==> config.mk <==
export PLATFORM = sky130hd
export DESIGN_NAME = pulse_gen_monitor
export DESIGN_NICKNAME = d
export VERILOG_FILES = /design/src/rtl/pulse_gen_monitor.sv
export SDC_FILE = /design/constraint.sdc
export NUM_CORES = 1
export LEC_CHECK = 0
export ABC_CLOCK_PERIOD_IN_PS = 7600
export CORE_ASPECT_RATIO = 0.5
export CORE_MARGIN = 5
export CORE_UTILIZATION = 45
export DETAILED_ROUTE_END_ITERATION = 8
export HOLD_SLACK_MARGIN = 0.15
export PLACE_DENSITY_LB_ADDON = 0.3
export SLEW_MARGIN = 5
export SYNTH_ARGS = -nofsm -noshare
export SYNTH_HDL_FRONTEND = slang
export SYNTH_SLANG_ARGS = --single-unit
export TNS_END_PERCENT = 100
==> constraint.sdc <==
create_clock -name clk -period 7.6 [get_ports clk]
set_input_delay 1.14 -clock clk [delete_from_list [all_inputs] [get_ports clk]]
set_output_delay 1.14 -clock clk [all_outputs]
set_load 0.005 [all_outputs]
==> src/rtl/pulse_gen_monitor.sv <==
// Pulse train checker: measures high/low widths of a synchronized
// input and flags width violations and pulses seen while disabled.
module pulse_gen_monitor #(
    parameter int CNT_W       = 16,
    parameter int EXP_HIGH    = 100,
    parameter int EXP_LOW     = 100,
    parameter int TOL         = 1,
    parameter int SYNC_STAGES = 2
) (
    input  logic             clk,
    input  logic             reset,
    input  logic             enable,
    input  logic             pulse_in,
    output logic [CNT_W-1:0] high_cycles,
    output logic [CNT_W-1:0] low_cycles,
    output logic             meas_valid,
    output logic             width_err,
    output logic             err_sticky,
    output logic             enable_err,
    output logic [15:0]      period_count
);

    typedef enum logic [1:0] {
        IDLE = 2'd0,
        HIGH = 2'd1,
        LOW  = 2'd2
    } state_t;

    localparam logic [CNT_W-1:0] CNT_MAX = '1;
    localparam logic [CNT_W-1:0] CNT_ONE = CNT_W'(1);
    localparam logic signed [CNT_W:0] EXP_H_S = (CNT_W+1)'(EXP_HIGH);
    localparam logic signed [CNT_W:0] EXP_L_S = (CNT_W+1)'(EXP_LOW);
    localparam logic signed [CNT_W:0] TOL_S   = (CNT_W+1)'(TOL);

    logic [SYNC_STAGES-1:0] sync_q;
    logic [SYNC_STAGES-1:0] en_q;
    logic                   prev_q;
    logic                   ps;
    logic                   en_d;
    logic                   rise;
    logic                   fall;
    logic                   en_viol;

    state_t           state_q;
    state_t           state_d;
    logic [CNT_W-1:0] cnt_q;
    logic [CNT_W-1:0] cnt_d;
    logic [CNT_W-1:0] hi_q;
    logic [CNT_W-1:0] hi_d;
    logic [CNT_W-1:0] cnt_inc;
    logic             report;

    logic signed [CNT_W:0] d_hi;
    logic signed [CNT_W:0] d_lo;
    logic                  err_hi;
    logic                  err_lo;
    logic                  werr;

    assign ps      = sync_q[SYNC_STAGES-1];
    assign en_d    = en_q[SYNC_STAGES-1];
    assign rise    = ps & ~prev_q;
    assign fall    = ~ps & prev_q;
    assign en_viol = ~en_d & ps;
    assign cnt_inc = (cnt_q == CNT_MAX) ? cnt_q : cnt_q + CNT_ONE;

    // Width checks, signed so short and long phases both trip.
    assign d_hi   = $signed({1'b0, hi_q}) - EXP_H_S;
    assign d_lo   = $signed({1'b0, cnt_q}) - EXP_L_S;
    assign err_hi = (hi_q == CNT_MAX) || (d_hi > TOL_S) || (d_hi < -TOL_S);
    assign err_lo = (cnt_q == CNT_MAX) || (d_lo > TOL_S) || (d_lo < -TOL_S);
    assign werr   = err_hi | err_lo;

    // Input synchronizer; enable is delayed alongside for the error check.
    always_ff @(posedge clk) begin
        if (reset) begin
            sync_q <= '0;
            en_q   <= '0;
            prev_q <= 1'b0;
        end else begin
            sync_q[0] <= pulse_in;
            en_q[0]   <= enable;
            for (int i = 1; i < SYNC_STAGES; i++) begin
                sync_q[i] <= sync_q[i-1];
                en_q[i]   <= en_q[i-1];
            end
            prev_q <= ps;
        end
    end

    // Measurement FSM state and counters.
    always_ff @(posedge clk) begin
        if (reset) begin
            state_q <= IDLE;
            cnt_q   <= '0;
            hi_q    <= '0;
        end else begin
            state_q <= state_d;
            cnt_q   <= cnt_d;
            hi_q    <= hi_d;
        end
    end

    // Next state: disable dominates; a period closes on the next rise.
    always_comb begin
        state_d = state_q;
        cnt_d   = cnt_q;
        hi_d    = hi_q;
        report  = 1'b0;
        if (!enable) begin
            state_d = IDLE;
            cnt_d   = '0;
        end else begin
            unique case (state_q)
                IDLE: begin
                    if (rise) begin
                        state_d = HIGH;
                        cnt_d   = CNT_ONE;
                    end
                end
                HIGH: begin
                    if (fall) begin
                        state_d = LOW;
                        hi_d    = cnt_q;
                        cnt_d   = CNT_ONE;
                    end else begin
                        cnt_d = cnt_inc;
                    end
                end
                LOW: begin
                    if (rise) begin
                        state_d = HIGH;
                        cnt_d   = CNT_ONE;
                        report  = 1'b1;
                    end else begin
                        cnt_d = cnt_inc;
                    end
                end
                default: begin
                    state_d = IDLE;
                    cnt_d   = '0;
                end
            endcase
        end
    end

    // Registered results and strobes.
    always_ff @(posedge clk) begin
        if (reset) begin
            high_cycles  <= '0;
            low_cycles   <= '0;
            meas_valid   <= 1'b0;
            width_err    <= 1'b0;
            err_sticky   <= 1'b0;
            enable_err   <= 1'b0;
            period_count <= '0;
        end else begin
            meas_valid <= report;
            width_err  <= report & werr;
            enable_err <= en_viol;
            err_sticky <= err_sticky | (report & werr) | en_viol;
            if (report) begin
                high_cycles  <= hi_q;
                low_cycles   <= cnt_q;
                period_count <= period_count + 16'd1;
            end
        end
    end

endmodule
[Word-level counts from Yosys, hierarchy flattened]
Cells that the tools add are included.
Widths: inputs -> output; s select.
Cells by class
  add/subtract/negate cells: 4
  multipliers: 0
  div/mod/pow operators: 0
  magnitude comparators: 4
  equal/unequal tests: 7
  shifts and indexed selects: 0
  muxes and demuxes: 11
  bitwise logic cells: 11
  reduce and logical (&&, ||, !) cells: 9
Operators with widths (number)
  $mux 16: 4
  $pmux 16 s3: 1
  $gt 17x2->1 const B: 2
  $lt 17x1->1 const B: 2
  $sub 16x7->17 const B: 2
  $add 16x1->16 const B: 2
  $eq 16x16->1 const B: 2
  $and 1x1->1: 4
  $logic_or 1x1->1: 4
  $mux 2: 2
  $ne 2x2->1 const B: 2
  $not 1->1: 4
  $pmux 2 s2: 1
  $reduce_or 2->1: 2
  $mux 1: 3
  $or 1x1->1: 3
  $reduce_and 3->1: 1
  $eq 2x1->1 const B: 1
  $eq 2x2->1 const B: 1
  $logic_not 2->1: 1
  $ne 2x1->1 const B: 1
  $reduce_and 2->1: 1
Storage, ports and cells
  bits in registers: 91
  latch bits: 0
  memory bits (writable): 0
  memory bits (read-only): 0
  input port bits: 4
  output and inout port bits: 52
  logic and storage cells: 59
  memories kept: 0

[Depth between registers and ports, before layout]
Gate-level depths: netlist of run 1.
  depth after elaboration: 8
  gate-level depth with buffers: 10
  mapped depth without buffers: 9

[Worst setup path before layout of run 1]
OpenSTA, ideal clock, no wires.
  path type: reg2reg
  start point: reg cnt_q[2]
  end point: reg err_sticky
  arrival time: 2431 ps
  data required time: 7480 ps
  path slack: 5049 ps
  stages on the path, launching flop included: 11
  path buffers: 1
  period minus slack after synthesis: 2551 ps
  path through: dfxtp_1 clkbuf_1 inv_1 ha_1 nor2b_1 or3_4 a211oi_1 a21oi_1 nor4_2 o21ai_1 a211o_1
Between the ends
  cells in the longest elaborated chain, start to end: 8
  elaborated cells between the ends (all ways): 10
  classes of those cells: add/sub (1); order compare (2); eq/ne (1); bitwise (4); reduce/logical (2)
Ends and longest elaborated chain
  from (decl): line 46  | logic [CNT_W-1:0] cnt_q;
  from (signal assigned): line 98  | cnt_q <= cnt_d;
  $sub 16x7->17: line 68  | assign d_lo = $signed({1'b0, cnt_q}) - EXP_L_S;
  $gt 17x2->1: line 70  | assign err_lo = (cnt_q == CNT_MAX) || (d_lo > TOL_S) || (d_lo < -TOL_S);
  $logic_or 1x1->1: line 70
  $logic_or 1x1->1 (*): line 70
  $or 1x1->1 (*): line 71  | assign werr = err_hi | err_lo;
  $and 1x1->1 (*): line 160  | err_sticky <= err_sticky | (report & werr) | en_viol;
  $or 1x1->1 (*) (2 in series): line 160
  to (signal assigned): line 160
  to (decl): line 18  | output logic err_sticky,
Every way passes the cells marked *; elsewhere a longest branch is shown, timed or not.
A chain may end at the register's enable or synchronous reset.

[Worst setup path after layout of run 1]
Ends and elaborated chain as after synthesis.

==> out/qor.yml, run 1 <==
worst_setup_path:
  reg2reg_from: "cnt_q[2]$_SDFFE_PP0P_"
  cp.required_ps: 7830
  cp_max_fo: 13
  cp-start-kind: "flop"
  rrSetupSlack_ps: 4630
  cp_data_arrival_time_ps: 3210
  worst-setup-path-type: "reg2reg"
  cp-endpoint: "err_sticky$_SDFF_PP0_"
  startpoint: "cnt_q[2]$_SDFFE_PP0P_"
  r2r_cells: 9
  timing.rr.end: "err_sticky$_SDFF_PP0_"
  cp-end-kind: "flop"
min_path:
  hold_path.class: "reg2reg"
clock_tree:
  cts.path.max_buffers: 2
  cts_tree: "yes"
  cts-hold-fix-buffers: 0
  insertion_delay_ps: 340
  ctsResizeCount: 0
  cts-buffers-inserted: 9
  htreeDepth: 3
  post-cts-setup-buffer-count: 0
  root_buffer: "clkbuf_16"
  clock_sinks: 91
  clk_pin_slew_worst_paths_ps: 60
yosys:
  yosysWarnings: 0
  async_flop_share_pct: 0
  yosys.area.top_type_share_pct: 42.19
  syn_area_um2: 4318
  synth.distinct_cells: 51
  synth-seq-area-share_pct: 42.19
  syn_inst: 548
  ys.flop_type: "dfxtp_1"
  syn_nets: 561
  synth_edf_count: 0
  yosys.area.top_type: "dfxtp_1"
  netlist_top_cells_area: "dfxtp_1 (42%), nand2_1 (8.2%), a21oi_1 (6.6%)"
  syn_area_per_cell_um2: 7.879
  synth-seq-cells: 91
final_layout:
  stdcell_area_um2: 5174
  syn_to_final_growth_pct: 19.82
  drive_above_1_share_pct: 4.303
  post-route-util_pct: 54.95
  nFillCells: 912
  layout_commonest_cell: "nand2_1"
  final_nets: 589
  n_antenna_cell: 0
  final-instance-count-excl-fill: 716
  mostFrequentLayoutCells: "nand2_1 (94), dfxtp_1 (91), nor2_1 (62)"
floorplanning:
  dieArea_um2: 11770
  dieWidth_um: 148.5
  core_um2: 9415
  row_count: 25
  initial_utilization_pct: 45.86
  ioPinCount: 56
  die_height_um: 79.27
sta:
  skew_ps: 4.603
  fmax_mhz: 336.2
  finalHoldViolCount: 0
  finalSetupViolations: 0
  post-route-period-util_pct: 39.14
  min_period_ps: 2975
  relSlewSlack_pct: 26.81
  holdWs_ps: 419.9
  worstMarginPinSlew_ps: 1095
  fin_tns_setup_ps: 0
  grt_setup_unrepaired: "no"
  final-max-slew-violation-count: 0
pwr:
  seqPwrFrac_pct: 51.7
  ir_worst_vdd_v: 0.0001042
  power.clock.fraction_pct: 46.4
  power_density_nw_per_um2: 179.7
  swShare_pct: 20.63
  cellInternalPower_mw: 0.7378
  power_switching_mw: 0.1918
  leakage_nw: 1.773
  power_frac_comb_pct: 2.0
grt:
  grt_pass1_vias: 3776
  grt_pass1_wl_mm: 18.46
  grt_max_degree: 71
  antenna_found_initial: 0
  overflow: 0
  track_usage_pct: 19.18
detailed_routing:
  firstDrtPassIters: 5
  wl_per_cell_um: 15.00
  postRouteAntennaNets: 0
  drtIter0Drc: 270
  vias: 3941
  drt_wl_total_mm: 10.74
  vias_per_cell: 5.504
  drc: 0
place:
  port_buffers: 55
  dp_hpwl_mm: 7.102
  gp_routability_congestion: 0.9002
  placed_area_um2: 4887
  place_inst: 700
outcome:
  status: "completed"
flow_run:
  cap_violations: 0
-- power groups by stage --
stage          Combinational (mW)  Sequential, mW  Clock, mW
6_report                   0.0184           0.480      0.431
5_1_grt                    0.0207           0.480      0.463
4_1_cts                    0.0183           0.480      0.442
3_5_place_dp               0.0182           0.491          0
3_3_place_gp               0.0182           0.491          0
2_1_floorplan              0.0135           0.490          0
-- critical path: stages, from the launching register on --
cell	delay, ps
dfxtp_1	650
inv_1	170
ha_1	330
nor2b_1	220
or3_4	440
a221oi_2	250
a31oi_1	80
nor4_2	250
o21ai_1	170
a211o_1	300
-- kinds of logic (layout without fill, tap and decap cells) --
logic type,Yosys count,count (layout),share of synthesized area (%)
multiplexers,13,13,3.014
XOR/XNOR,21,21,4.260
buffers and inverters,51,84,4.752
AO/OA/AOI/OAI,115,115,15.91
adder cells (fa/ha/maj),9,9,2.608
flip-flops,91,91,42.19
AND/OR/NAND/NOR,248,248,27.27
-- flip-flops by register name, indices dropped and copies added, names as in the netlist --
register      count
cnt_q            16
en_q              2
enable_err        1
err_sticky        1
hi_q             16
high_cycles      16
low_cycles       16
meas_valid        1
period_count     16
prev_q            1
state_q           2
sync_q            2
width_err         1
-- layout make-up --
class / count / area [um2] / area share [%]
well taps: 135 / 168.9 / 3.265
flip-flops and latches: 91 / 1822 / 35.21
clock buffers: 11 / 232.7 / 4.498
clock inverters: 5 / 53.80 / 1.040
inverters: 10 / 37.54 / 0.7255
multi-input cells: 406 / 2291 / 44.28
repair buffers: 58 / 568.0 / 10.98
-- stage by stage --
step,worst slack (ps),power (mW)
3_3_place_gp,4437,0.5090
4_1_cts,4688,0.9402
2_1_floorplan,5049,0.5035
5_1_grt,4398,0.9634
3_5_place_dp,4392,0.5091
6_report,4625,0.9296
-- per-layer routing --
| layer | up-vias | global-route usage [%] | share of wire [%] |
|---|---|---|---|
| met5 | - | 0 | 0 |
| met4 | 0 | 6.544 | 1.4 |
| met3 | 16 | 5.872 | 6.4 |
| met2 | 120 | 29.92 | 43 |
| met1 | 1854 | 25.35 | 49 |
| li1 | 1951 | - | - |
-- synthesized netlist by cell type (3+ instances only) --
cell type  count
nand2_1       94
dfxtp_1       91
nor2_1        62
a21oi_1       57
clkbuf_1      30
o21ai_0       21
nand3_1       14
xor2_1        14
mux2i_1       13
nand4_1       13
nor3_1        12
nor2b_1       11
inv_1         10
ha_1           9
and3_1         8
a311oi_1       7
xnor2_1        7
nor4_1         6
or3_1          6
a211oi_1       5
a31oi_1        5
buf_1          5
buf_2          5
nor3b_1        4
and2_1         3
-- worst min-delay path by stage --
stage | cells after the start | startpoint | endpoint | slack [ps]
4_1_cts | 1 | en_q[1]$_SDFF_PP0_ | enable_err$_SDFF_PP0_ | 420
6_report | 1 | en_q[1]$_SDFF_PP0_ | enable_err$_SDFF_PP0_ | 420
3_5_place_dp | 1 | en_q[1]$_SDFF_PP0_ | enable_err$_SDFF_PP0_ | 410
5_1_grt | 1 | en_q[1]$_SDFF_PP0_ | enable_err$_SDFF_PP0_ | 450
2_1_floorplan | 1 | en_q[1]$_SDFF_PP0_ | enable_err$_SDFF_PP0_ | 380
3_3_place_gp | 1 | en_q[1]$_SDFF_PP0_ | enable_err$_SDFF_PP0_ | 400
Note: power is estimated with default switching activity, not from simulation.
==> run 2, diff against run 1 <==
Settings changed: ABC_CLOCK_PERIOD_IN_PS 7600 to 3000.
Clock period 7.6 ns to 3 ns, I/O delays scaled along.
==> run 2 against run 1 <==
Against the previous run:
- setup slack got worse by 4400 ps
- sequential power rose to 2.5 times the previous value
- critical path depth did not move
- largest cell class unchanged
- combinational power rose to 2.6 times the previous value
- register-to-register slack got worse by 4400 ps
- sequential share of layout area fell by 0.50 points
==> out/qor.yml, run 2 (synthesis gave the netlist of run 1 again) <==
final_layout:
  final_nets: 593  # +0.68%
  mostFrequentLayoutCells: "nand2_1 (94), dfxtp_1 (91), nor2_1 (62)"
  syn_to_final_growth_pct: 21.56
  nFillCells: 893  # -2.1%
  layout_commonest_cell: "nand2_1"
  n_antenna_cell: 0  # unchanged
  drive_above_1_share_pct: 4.966  # +0.66 points
detailed_routing:
  drc: 0  # unchanged
  firstDrtPassIters: 4  # -1
  wl_per_cell_um: 14.98  # -0.17%
  drtIter0Drc: 266  # -1.5%
  postRouteAntennaNets: 0  # unchanged
  vias_per_cell: 5.508  # about the same
  drt_wl_total_mm: 10.77  # +0.25%
  vias: 3960  # +0.48%
sta:
  fmax_mhz: 363.6  # +8.1%
  final-max-slew-violation-count: 0  # unchanged
  worstMarginPinSlew_ps: 724.8  # -370.1 ps
  post-route-period-util_pct: 91.69  # +53 points
  finalSetupViolations: 0  # unchanged
  fin_tns_setup_ps: 0  # unchanged
  skew_ps: 5.476  # +0.8734 ps
  finalHoldViolCount: 0  # unchanged
  relSlewSlack_pct: 51.31  # +25 points
  grt_setup_unrepaired: "no"
  timing.final.ws_setup_ps: 249.4  # -4376 ps
  min_period_ps: 2751  # -224.1 ps
clock_tree:
  ctsResizeCount: 0  # unchanged
  root_buffer: "clkbuf_16"
  insertion_delay_ps: 340  # about the same
  cts-buffers-inserted: 9  # unchanged
  cts-hold-fix-buffers: 0  # unchanged
  cts_tree: "yes"
  clk_pin_slew_worst_paths_ps: 60  # about the same
  clock_sinks: 91  # unchanged
  post-cts-setup-buffer-count: 0  # unchanged
  cts.path.max_buffers: 2  # unchanged
  htreeDepth: 3  # unchanged
floorplanning:
  row_count: 25  # unchanged
  core_um2: 9415  # unchanged
  dieWidth_um: 148.5  # unchanged
  die_height_um: 79.27  # unchanged
  initial_utilization_pct: 45.86  # unchanged
  ioPinCount: 56  # unchanged
  dieArea_um2: 11770  # unchanged
flow_run:
  cap_violations: 0  # unchanged
min_path:
  hold_path.class: "reg2reg"
grt:
  grt_max_degree: 69  # -2.8%
  overflow: 0  # unchanged
  track_usage_pct: 19.07  # -0.11 points
  grt_pass1_wl_mm: 18.20  # -1.4%
  antenna_found_initial: 0  # unchanged
  grt_pass1_vias: 3676  # -2.6%
worst_setup_path:
  cp-end-kind: "flop"
  cp_max_fo: 12  # -1
  cp-start-kind: "flop"
  worst-setup-path-type: "reg2reg"
  cp.required_ps: 3230  # -4600 ps
  cp_data_arrival_time_ps: 2980  # -230 ps
pwr:
  power_density_nw_per_um2: 481.6  # +170%
  leakage_nw: 1.809  # +2.0%
  ir_worst_vdd_v: 0.0003003  # +190%
place:
  pre_cts_ws_ps: 308.2  # -4084 ps
  gp_routability_congestion: 0.9240  # +2.6%
  port_buffers: 55  # unchanged
  dp_hpwl_mm: 7.319  # +3.1%
outcome:
  status: "completed"
==> run 2: cell count changes in the layout (fill, tap and decap cells not counted) <==
cell        delta
buf_4          +4
bufinv_16      +2
clkinv_2       -2
clkbuf_1       -1
clkinv_4       -1
clkinvlp_4     +1
==> run 2: cell type report <==
| type | instances | area, um2 | area share (%) |
|---|---|---|---|
| clock buffer | 10 | 229.0 | 4.362 |
| timing repair buffer | 62 | 598.1 | 11.39 |
| inverter | 10 | 37.54 | 0.7151 |
| clock inverter | 5 | 102.6 | 1.955 |
| sequential | 91 | 1822 | 34.71 |
| tap | 135 | 168.9 | 3.218 |
| multi-input combinational | 406 | 2291 | 43.65 |
==> run 2: power breakdown <==
part	switching (mW)	internal (mW)
logic	0.0343	0.0136
clock network	0.456	0.808
registers	0.00374	1.21
==> run 2: critical path, stage by stage, from the launching register on <==
cell	delay [ps]
dfxtp_1	540
inv_1	160
ha_1	290
nor2b_1	210
or3_4	430
a221oi_2	240
a31oi_1	80
nor4_2	270
o21ai_1	140
a211o_1	290
==> run 2: metrics by stage <==
stage | cell area (um2) | hold slack (ps) | utilization, % | std cells | power (mW)
2_1_floorplan | 4318 | 378.2 | - | 548 | 1.276
3_3_place_gp | 4917 | 404.7 | 52.23 | 704 | 1.290
3_5_place_dp | 4917 | 412.5 | 52.23 | 704 | 1.291
4_1_cts | 5249 | 399.0 | 55.75 | 719 | 2.553
5_1_grt | 5249 | 424.9 | 55.75 | 719 | 2.605
6_report | 5249 | 419.3 | 55.75 | 719 | 2.528
==> run 2: per-layer routing <==
metal	vias to the layer above	GRT usage, %	wire length, um
li1	1954	-	-
met1	1876	25.90	5317
met2	115	29.43	4549
met3	15	6.157	767
met4	0	4.793	134
met5	-	0	0
==> run 2: path summary, 6_finish.rpt <==
| check | from | endpoint | slack (ps) | cells past startpoint |
|---|---|---|---|---|
| worst max-delay path | cnt_q[3]$_SDFFE_PP0P_ | err_sticky$_SDFF_PP0_ | 250 | 9 |
| worst min register to register | en_q[1]$_SDFF_PP0_ | enable_err$_SDFF_PP0_ | 420 | 1 |
| worst max register to register | cnt_q[3]$_SDFFE_PP0P_ | err_sticky$_SDFF_PP0_ | 250 | 9 |
| worst min-delay path | en_q[1]$_SDFF_PP0_ | enable_err$_SDFF_PP0_ | 420 | 1 |
==> run 3, diff against run 2 <==
Settings changed: CTS_BUF_LIST set to sky130_fd_sc_hd__clkbuf_8.
==> run 3 against run 2 <==
Against the previous run:
- sequential power barely moved
- core utilization fell by 1.1 points
- clock power fell by 24%
==> out/qor.yml, run 3 (synthesis gave the netlist of run 1 again) <==
outcome:
  status: "completed"
worst_setup_path:
  timing.rr.end: "err_sticky$_SDFF_PP0_"
  r2r_cells: 9  # unchanged
  reg2reg_from: "cnt_q[3]$_SDFFE_PP0P_"
  worst-setup-path-type: "reg2reg"
  cp_data_arrival_time_ps: 2990  # about the same
  cp.required_ps: 3260  # +30 ps
  cp-end-kind: "flop"
  cp_max_fo: 12  # unchanged
  cp-start-kind: "flop"
  rrSetupSlack_ps: 270  # +20 ps
pwr:
  power_density_nw_per_um2: 432.4  # -10%
  ir_worst_vdd_v: 0.0002713  # -9.7%
  leakage_nw: 1.767  # -2.3%
detailed_routing:
  vias_per_cell: 5.499  # -0.15%
  postRouteAntennaNets: 0  # unchanged
  drc: 0  # unchanged
  drtIter0Drc: 280  # +5.3%
  vias: 3954  # -0.15%
  firstDrtPassIters: 5  # +1
  drt_wl_total_mm: 10.72  # -0.47%
  wl_per_cell_um: 14.91  # -0.47%
grt:
  antenna_found_initial: 0  # unchanged
  grt_max_degree: 69  # unchanged
  grt_pass1_vias: 3646  # -0.82%
  grt_pass1_wl_mm: 18.15  # -0.27%
  overflow: 0  # unchanged
  track_usage_pct: 18.90  # -0.17 points
floorplanning:
  ioPinCount: 56  # unchanged
  dieWidth_um: 148.5  # unchanged
  initial_utilization_pct: 45.86  # unchanged
  core_um2: 9415  # unchanged
  die_height_um: 79.27  # unchanged
  row_count: 25  # unchanged
  dieArea_um2: 11770  # unchanged
clock_tree:
  cts.path.max_buffers: 2  # unchanged
  post-cts-setup-buffer-count: 0  # unchanged
  cts-hold-fix-buffers: 0  # unchanged
  clock_sinks: 91  # unchanged
  clk_pin_slew_worst_paths_ps: 80  # +20 ps
  cts_tree: "yes"
  ctsResizeCount: 0  # unchanged
  cts-buffers-inserted: 9  # unchanged
  htreeDepth: 3  # unchanged
  root_buffer: "clkbuf_8"
  insertion_delay_ps: 360  # +20 ps
flow_run:
  cap_violations: 0  # unchanged
final_layout:
  regArea_um2: 1822  # unchanged
  drive_above_1_share_pct: 4.966  # unchanged
  syn_to_final_growth_pct: 19.21
  nFillCells: 906  # +1.5%
  layout_commonest_cell: "nand2_1"
  n_antenna_cell: 0  # unchanged
  multi_input_area_um2: 2291  # unchanged
  stdcell_area_um2: 5147  # -1.9%
  mostFrequentLayoutCells: "nand2_1 (94), dfxtp_1 (91), nor2_1 (62)"
  final_nets: 593  # unchanged
min_path:
  holdCritStartpoint: "reset"
  holdPathStages: 2  # +1
  min_to: "meas_valid$_SDFF_PP0_"
  hold_path.class: "in2reg"
place:
  placed_area_um2: 4917  # unchanged
  gp_routability_congestion: 0.9240  # unchanged
  port_buffers: 55  # unchanged
  dp_hpwl_mm: 7.319  # unchanged
sta:
  relSlewSlack_pct: 51.67  # +0.36 points
  finalHoldViolCount: 0  # unchanged
  finalSetupViolations: 0  # unchanged
  min_period_ps: 2732  # -18.59 ps
  final-max-slew-violation-count: 0  # unchanged
  fin_tns_setup_ps: 0  # unchanged
  post-route-period-util_pct: 91.07  # -0.62 points
  grt_setup_unrepaired: "no"
  fmax_mhz: 366.0  # +0.68%
  skew_ps: 7.123  # +1.647 ps
  worstMarginPinSlew_ps: 719.4  # -5.387 ps
[run 3: changes by cell type in the layout (fill, tap and decap cells not counted), sizes merged]
cell    delta
clkbuf     -1
inv        +1
[run 3: how the worst max path moves through the flow]
stage | from | endpoint | depth (start not counted)
2_1_floorplan | cnt_q[2]$_SDFFE_PP0P_ | err_sticky$_SDFF_PP0_ | 10
3_5_place_dp | cnt_q[3]$_SDFFE_PP0P_ | err_sticky$_SDFF_PP0_ | 9
4_1_cts | cnt_q[3]$_SDFFE_PP0P_ | err_sticky$_SDFF_PP0_ | 9
6_report | cnt_q[3]$_SDFFE_PP0P_ | err_sticky$_SDFF_PP0_ | 9
5_1_grt | cnt_q[3]$_SDFFE_PP0P_ | err_sticky$_SDFF_PP0_ | 9
3_3_place_gp | cnt_q[3]$_SDFFE_PP0P_ | err_sticky$_SDFF_PP0_ | 9
[run 3: cell type report]
type / instances / share of cell area, %
Inverter: 10 / 0.7292
Clock buffer: 9 / 2.406
Tap cell: 135 / 3.281
Multi-Input combinational cell: 406 / 44.51
Clock inverter: 6 / 2.066
Timing Repair Buffer: 62 / 11.62
Sequential cell: 91 / 35.39
[run 3: critical path: stages (launching register included)]
cell and delay (ps):
dfxtp_1 550, inv_1 150, ha_1 280, nor2b_1 200, or3_4 420, a221oi_2 240
a31oi_1 80, nor4_2 270, o21ai_1 150, a211o_1 290
[run 3: report_power, final]
part / switching (mW) / leakage, nW / internal (mW)
combinational: 0.0341 / 0.917 / 0.0136
clock: 0.419 / 0.116 / 0.544
sequential: 0.00368 / 0.734 / 1.21
[run 3: per-layer routing]
layer / track usage [%] / share of wire (%) / vias up
li1: - / - / 1962
met1: 26.19 / 49 / 1864
met2: 28.97 / 43 / 118
met3: 5.815 / 7.1 / 10
met4: 4.240 / 0.98 / 0
met5: 0 / 0 / -
[run 3: per-stage QoR]
step	power, mW	utilization (%)	setup slack, ps	std cells	hold slack (ps)
5_1_grt	2.305	54.67	73.61	719	395.7
3_3_place_gp	1.290	52.23	406.5	704	404.7
6_report	2.226	54.67	268.0	719	404.7
2_1_floorplan	1.276	-	449.0	548	378.2
3_5_place_dp	1.291	52.23	308.2	704	412.5
4_1_cts	2.253	54.67	312.4	719	371.9
